**config.mk**
```make
export PLATFORM = sky130hd
export DESIGN_NAME = fetch_queue
export DESIGN_NICKNAME = d
export VERILOG_FILES = /design/src/rtl/fetch_queue.sv
export SDC_FILE = /design/constraint.sdc
export NUM_CORES = 1
export LEC_CHECK = 0
export CAP_MARGIN = 5
export CORE_MARGIN = 4
export CORE_UTILIZATION = 46
export CTS_CLUSTER_SIZE = 24
export DETAILED_ROUTE_END_ITERATION = 7
export PLACE_DENSITY_LB_ADDON = 0.12
export SETUP_SLACK_MARGIN = 0.1
export SLEW_MARGIN = 25
export SYNTH_ARGS = -nofsm -noshare
export SYNTH_HDL_FRONTEND = slang
export SYNTH_SLANG_ARGS = --single-unit
```
**constraint.sdc**
```tcl
create_clock -name clock_i -period 3.35 [get_ports clock_i]
set_input_delay 0.5025 -clock clock_i [delete_from_list [all_inputs] [get_ports clock_i]]
set_output_delay 0.5025 -clock clock_i [all_outputs]
set_load 0.05 [all_outputs]
```
**src/rtl/fetch_queue.sv**
```systemverilog
// Instruction queue between fetch and the parallel format decoders: a small circular
// buffer of {instruction, address} with a registered instruction/enable output stage.
module fetch_queue #(
  parameter int instructionWidth = 32,
  parameter int addressWidth     = 64,
  parameter int depthLog2        = 2
) (
  input  logic                          clock_i,
  input  logic                          reset_n_i,
  input  logic                          fetchValid_i,
  input  logic [0:instructionWidth-1]   instruction_i,
  input  logic [addressWidth-1:0]       address_i,
  output logic                          fetchReady_o,
  input  logic                          decodeStall_i,
  input  logic                          flush_i,
  output logic [0:instructionWidth-1]   instruction_o,
  output logic [addressWidth-1:0]       address_o,
  output logic                          enable_o,
  output logic [depthLog2:0]            count_o
);

  localparam int DEPTH = 2 ** depthLog2;
  localparam logic [depthLog2:0]   CNT_FULL = (depthLog2 + 1)'(DEPTH);
  localparam logic [depthLog2:0]   CNT_ONE  = (depthLog2 + 1)'(1);
  localparam logic [depthLog2-1:0] PTR_ONE  = depthLog2'(1);

  logic [0:instructionWidth-1] ins_mem_q [DEPTH];
  logic [addressWidth-1:0]     adr_mem_q [DEPTH];

  logic [depthLog2-1:0]        wptr_q, wptr_d;
  logic [depthLog2-1:0]        rptr_q, rptr_d;
  logic [depthLog2:0]          count_q, count_d;
  logic                        enable_q, enable_d;
  logic [0:instructionWidth-1] instr_q, instr_d;
  logic [addressWidth-1:0]     addr_q, addr_d;
  logic                        push, pop;

  // Ready depends only on the registered count, never on an input.
  assign fetchReady_o  = (count_q != CNT_FULL);
  assign instruction_o = instr_q;
  assign address_o     = addr_q;
  assign enable_o      = enable_q;
  assign count_o       = count_q;

  always_comb begin
    push     = fetchValid_i & fetchReady_o & ~flush_i;
    pop      = (count_q != '0) & ~decodeStall_i & ~flush_i;
    wptr_d   = wptr_q;
    rptr_d   = rptr_q;
    count_d  = count_q;
    enable_d = 1'b0;
    instr_d  = instr_q;
    addr_d   = addr_q;
    if (flush_i) begin
      wptr_d  = '0;
      rptr_d  = '0;
      count_d = '0;
    end else begin
      if (push) wptr_d = wptr_q + PTR_ONE;
      if (pop) begin
        rptr_d   = rptr_q + PTR_ONE;
        enable_d = 1'b1;
        instr_d  = ins_mem_q[rptr_q];
        addr_d   = adr_mem_q[rptr_q];
      end
      case ({push, pop})
        2'b10:   count_d = count_q + CNT_ONE;
        2'b01:   count_d = count_q - CNT_ONE;
        default: count_d = count_q;
      endcase
    end
  end

  // Storage needs no reset; validity is tracked entirely by the pointers and count.
  always_ff @(posedge clock_i) begin
    if (push) begin
      ins_mem_q[wptr_q] <= instruction_i;
      adr_mem_q[wptr_q] <= address_i;
    end
  end

  always_ff @(posedge clock_i or negedge reset_n_i) begin
    if (!reset_n_i) begin
      wptr_q   <= '0;
      rptr_q   <= '0;
      count_q  <= '0;
      enable_q <= 1'b0;
      instr_q  <= '0;
      addr_q   <= '0;
    end else begin
      wptr_q   <= wptr_d;
      rptr_q   <= rptr_d;
      count_q  <= count_d;
      enable_q <= enable_d;
      instr_q  <= instr_d;
      addr_q   <= addr_d;
    end
  end

endmodule

```
# Word level (Yosys, flattened, before mapping)
# Memory sizes are Yosys's and may differ from the RTL's. A register that Yosys moved wholly into a read port is not among the register bits.
# Cells that the tools add are included.
# totals
romBits,0
ff_bits,8
input_bits,101
ram_bits,384
n_memories,2
wordCells,36
latchBits,0
# classes
n_lt_le_gt_ge,0
addsub,4
muxes,10
n_eq_ne,3
n_mul,0
n_bitwise,6
shifts,0
div,0
n_reduce_logical,7
# mem_list
memory,depth,word_bits,read_ports,rd_ports_with_merged_regs,write_ports,line,source
adr_mem_q,4,64,1,1,1,28,logic [addressWidth-1:0] adr_mem_q [DEPTH];
ins_mem_q,4,32,1,1,1,27,logic [0:instructionWidth-1] ins_mem_q [DEPTH];
# op_table
op,count
$mux 2,4
$pmux 3 s2,1
$reduce_bool 3->1,2
$add 2x1->2 const B,2
$and 1x1->1,4
$mux 1,4
$reduce_bool 2->1,2
$add 3x1->3 const B,1
$mux 3,1
$ne 3x3->1 const B,1
$sub 3x1->3 const B,1
$eq 2x1->1 const B,1
$eq 2x2->1 const B,1
$logic_not 1->1,2
$not 1->1,2
$reduce_and 2->1,1

# Logic depth before layout (Yosys ltp)
# depth
depth_word,6
ltp_mapped,8
depth_no_buf,6

# Worst setup path after synthesis
# Ideal clock, no wire load.
# synth_timing
kind,register to register
start,register count_q[0] (netlist: count_o[0])
end,memory adr_mem_q[0][0] (enable)
setup_time_ns,0.466
stages_incl_launch_ff,5
arrival_ns,3.771
slack_ns,-0.886
cell_sequence,dfrtp_1 buf_2 or3b_2 and3b_1 and2_1
# synth_via
elab_chain_len,5
# synth_rtl
element,line,source
start: declaration,32,"logic [depthLog2:0] count_q, count_d;"
start signal: assignment,93,count_q <= count_d;
$ne 3x3->1,39,assign fetchReady_o = (count_q != CNT_FULL);
net fetchReady_o,13,"output logic fetchReady_o,"
$and 1x1->1 (2 in a row),46,push = fetchValid_i & fetchReady_o & ~flush_i;
$mux 1,76,if (push) begin
$mux 1 (not written as such),78,adr_mem_q[wptr_q] <= address_i;
end: declaration,28,
# The timed path passes the listed nets, and every way through them passes these cells.

# Worst setup path after layout
# layout_timing
start,register count_q[0] (netlist: count_o[0])
end,output port fetchReady_o
# layout_via
elab_chain_len,1
# layout_rtl
element,line
$ne 3x3->1,39
end: declaration,13
# Every way passes these cells.

==> run summary <==
status: finished clean
drt initial violations: 481
cell leakage power: 0.00747 uW
DRT antenna net count: 0
layout filler cell count: 2853
top cell types by occurrence after synthesis: 384 x edfxtp_1, 104 x dfrtp_1, 96 x mux4_2, 83 x mux2_2, 19 x buf_2
Synth Warn #: 0
starting density of the core: 46.6%
Critical Path Source: count_o[0]
number of synthesized flops with an enable pin: 384
reg2reg start: rptr_q[0]
# port buffers: 201
final sum of negative setup slack: 0 ps
antenna cells: 0
final net count: 1109
nets in the synthesized netlist: 875
share of the synthesized area in the top cell type: 64.1%
prevailing post-synth register cell: edfxtp_1
post-route clock skew: 11.0 ps
CP Data Arrival Time: 2400 ps
pin count of the biggest net entering global routing: 80
post-synth top area cell: edfxtp_1
mux share of post-synthesis cell area: 18.2%
floorplan die area: 42300 sq um
share of the synthesized netlist area taken by xor and xnor gates: 0.146%
share of the core filled with cells: 57.8%
arithmetic-cell share of the synthesized area counting full adders, half adders and majority gates: 0.389%
width of the die: 206 microns
required time of the worst setup path: 2850 ps
sum of net half-perimeters after detailed placement: 20800 microns
drt wl/cell: 22.4 microns
total length of routed wires: 34900 microns
achievable clock frequency: 345 MHz
weighted congestion reported at the end of routability-driven placement: 0.721
maximum root-to-sink buffer count: 3
clock slew at the register clock pins of the worst setup and hold paths: 60 ps
multi-input combinational cell area: 3640 sq um
Std-Cell Core Area: 38600 sq um
total power density per cell area: 797 nW/um^2
share of post-route cells with drive strength above 1: 28.0%
Worst R2R Path Depth: 3
H-tree Lvls: 2
clock tree from TritonCTS: done
slack of the worst reg-to-reg path: 1050 ps
Power, Total: 17800 uW
die height: 206 microns
final worst-path cycle share: 86.6%
simple-gate share of the synthesized area: 0.932%
post-DR vias/cell: 5.29
gate count of the mapped netlist: 769
first-pass GRT wire length: 53900 microns
type of the worst setup path: flop to output port
post-route worst setup slack: 448 ps
global-route congestion overflow total: 0
Worst Path Max Fanout: 12
Final min period: 2900 ps
mean area per synthesized cell: 23.4 sq um
Synth Area in Compound Gates: 0.487%
final number of max-transition violations: 0
Worst-Margin Slew: 735 ps
via count: 8245
post-synthesis sequential element count: 488
most common cell in the netlist: edfxtp_1
area taken by flip-flops and latches: 14100 sq um
end point of the critical path: fetchReady_o
main combinational cell family by area after synthesis: multiplexers
Initial DRT Pass Iterations: 5
Inserted Clock Buffers: 49
number of standard-cell rows in the floorplan: 72
count of maximum capacitance violations: 0
Hold Fails Final Rpt: 0
worst rel slew slack: 51.0%
clock net sink count: 488
pre-CTS WS: 806 ps
area growth from synthesis to final layout: 24.1%
ys async rst share: 21.3%
Top Ports: 202
Post-CTS Hold Fix Bufs: 1
number of cells on the worst hold path: 1
Cell Area, Synth: 18000 sq um
number of gates given a new drive strength after cts: 0
final-report setup violation count: 0
sequential share of the synthesized area: 78.6%
vias in the first global route: 8699
initial antenna violation count: 3
startpoint type of the worst setup path: flop
reg-to-reg endpoint: instruction_o[4]
Worst-Skew Late Latency: 560 ps
type of element capturing the critical path: output port
post-CTS repair timing setup buffer count: 0
number of design rule violations left after detail routing: 0
cell at the root of the clock tree: clkbuf_16
path type of the worst min-delay path: flop to flop
total track usage: 16.9%
largest vdd supply drop: 0.511 mV
count of different cell masters after synthesis: 35
RSZ-0062 raised after global routing: no
ranking of synthesized cells by area: edfxtp_1 64%, dfrtp_1 14%, mux4_2 12%, mux2_2 5.2%, mux2_4 0.83%
worst min path at each step:
stage / from / endpoint
3_5_place_dp: address_o[29] / address_o[29]
2_1_floorplan: reset_n_i / address_o[0]
5_1_grt: instruction_o[27] / instruction_o[27]
3_3_place_gp: address_o[29] / address_o[29]
4_1_cts: address_o[29] / address_o[29]
6_report: address_o[29] / address_o[29]
final cells by class:
cell class | instances | area share [%]
inverter | 3 | 0.0504
clock buffer | 61 | 5.78
timing repair buffer | 220 | 10.3
clock inverter | 28 | 1.32
tap | 518 | 2.90
sequential | 488 | 63.4
multi-input combinational | 241 | 16.3
per-layer routing:
| layer | GRT usage (%) | vias to the layer above | routed length (microns) |
|---|---|---|---|
| met3 | 3.92 | 47 | 2220 |
| met1 | 24.6 | 4342 | 15400 |
| met4 | 4.33 | 6 | 571 |
| met5 | 0 | - | 45 |
| met2 | 26.2 | 218 | 16700 |
| li1 | - | 3632 | - |
through the flow:
stage          hold WS [ps]  instance area (sq um)  instances
6_report                492                  22300       1559
5_1_grt                 519                  22300       1559
4_1_cts                 500                  22300       1559
3_5_place_dp            488                  20700       1469
3_3_place_gp            476                  20700       1469
2_1_floorplan           207                  18000        769
worst max-delay path: stages (launching register included):
cell and delay, ps:
dfrtp_1 550, or3b_2 570, clkdlybuf4s50_1 730
cells in the final DEF, fill, tap and decap left out, types with 3 or more instances in the layout:
master / instances
nor2_1: 3
clkdlybuf4s50_1: 200
o21ai_0: 3
edfxtp_1: 384
bufinv_16: 6
buf_4: 8
nand2_1: 4
clkbuf_16: 49
clkbuf_1: 10
mux2_4: 10
dfrtp_1: 102
clkinv_1: 6
a21oi_1: 7
buf_12: 11
and2_4: 4
clkinv_2: 12
mux4_2: 96
mux2_1: 3
ha_1: 4
inv_1: 3
mux2_2: 83
logic make-up (layout without fill, tap and decap cells):
kind of cell	after synthesis	after routing
fa+ha+maj	5	5
mux	192	192
buf+inv	40	312
flops	488	488
compound gates	15	15
simple gates	26	26
xor+xnor	3	3
state kept, by name, summed over array words and instances (netlist names):
register and flops:
ins_mem_q 128, count_o 3, wptr_q 2, instruction_o 32, adr_mem_q 256, enable_o 1
address_o 64, rptr_q 2
power by group:
part	switching, uW	leakage, uW	total (uW)	internal (uW)
Sequential	439	0.00474	7740	7300
Combinational	2900	0.00195	4700	1800
Clock	2160	0.000780	5360	3190
No activity file was read; power rests on OpenSTA's default activity.
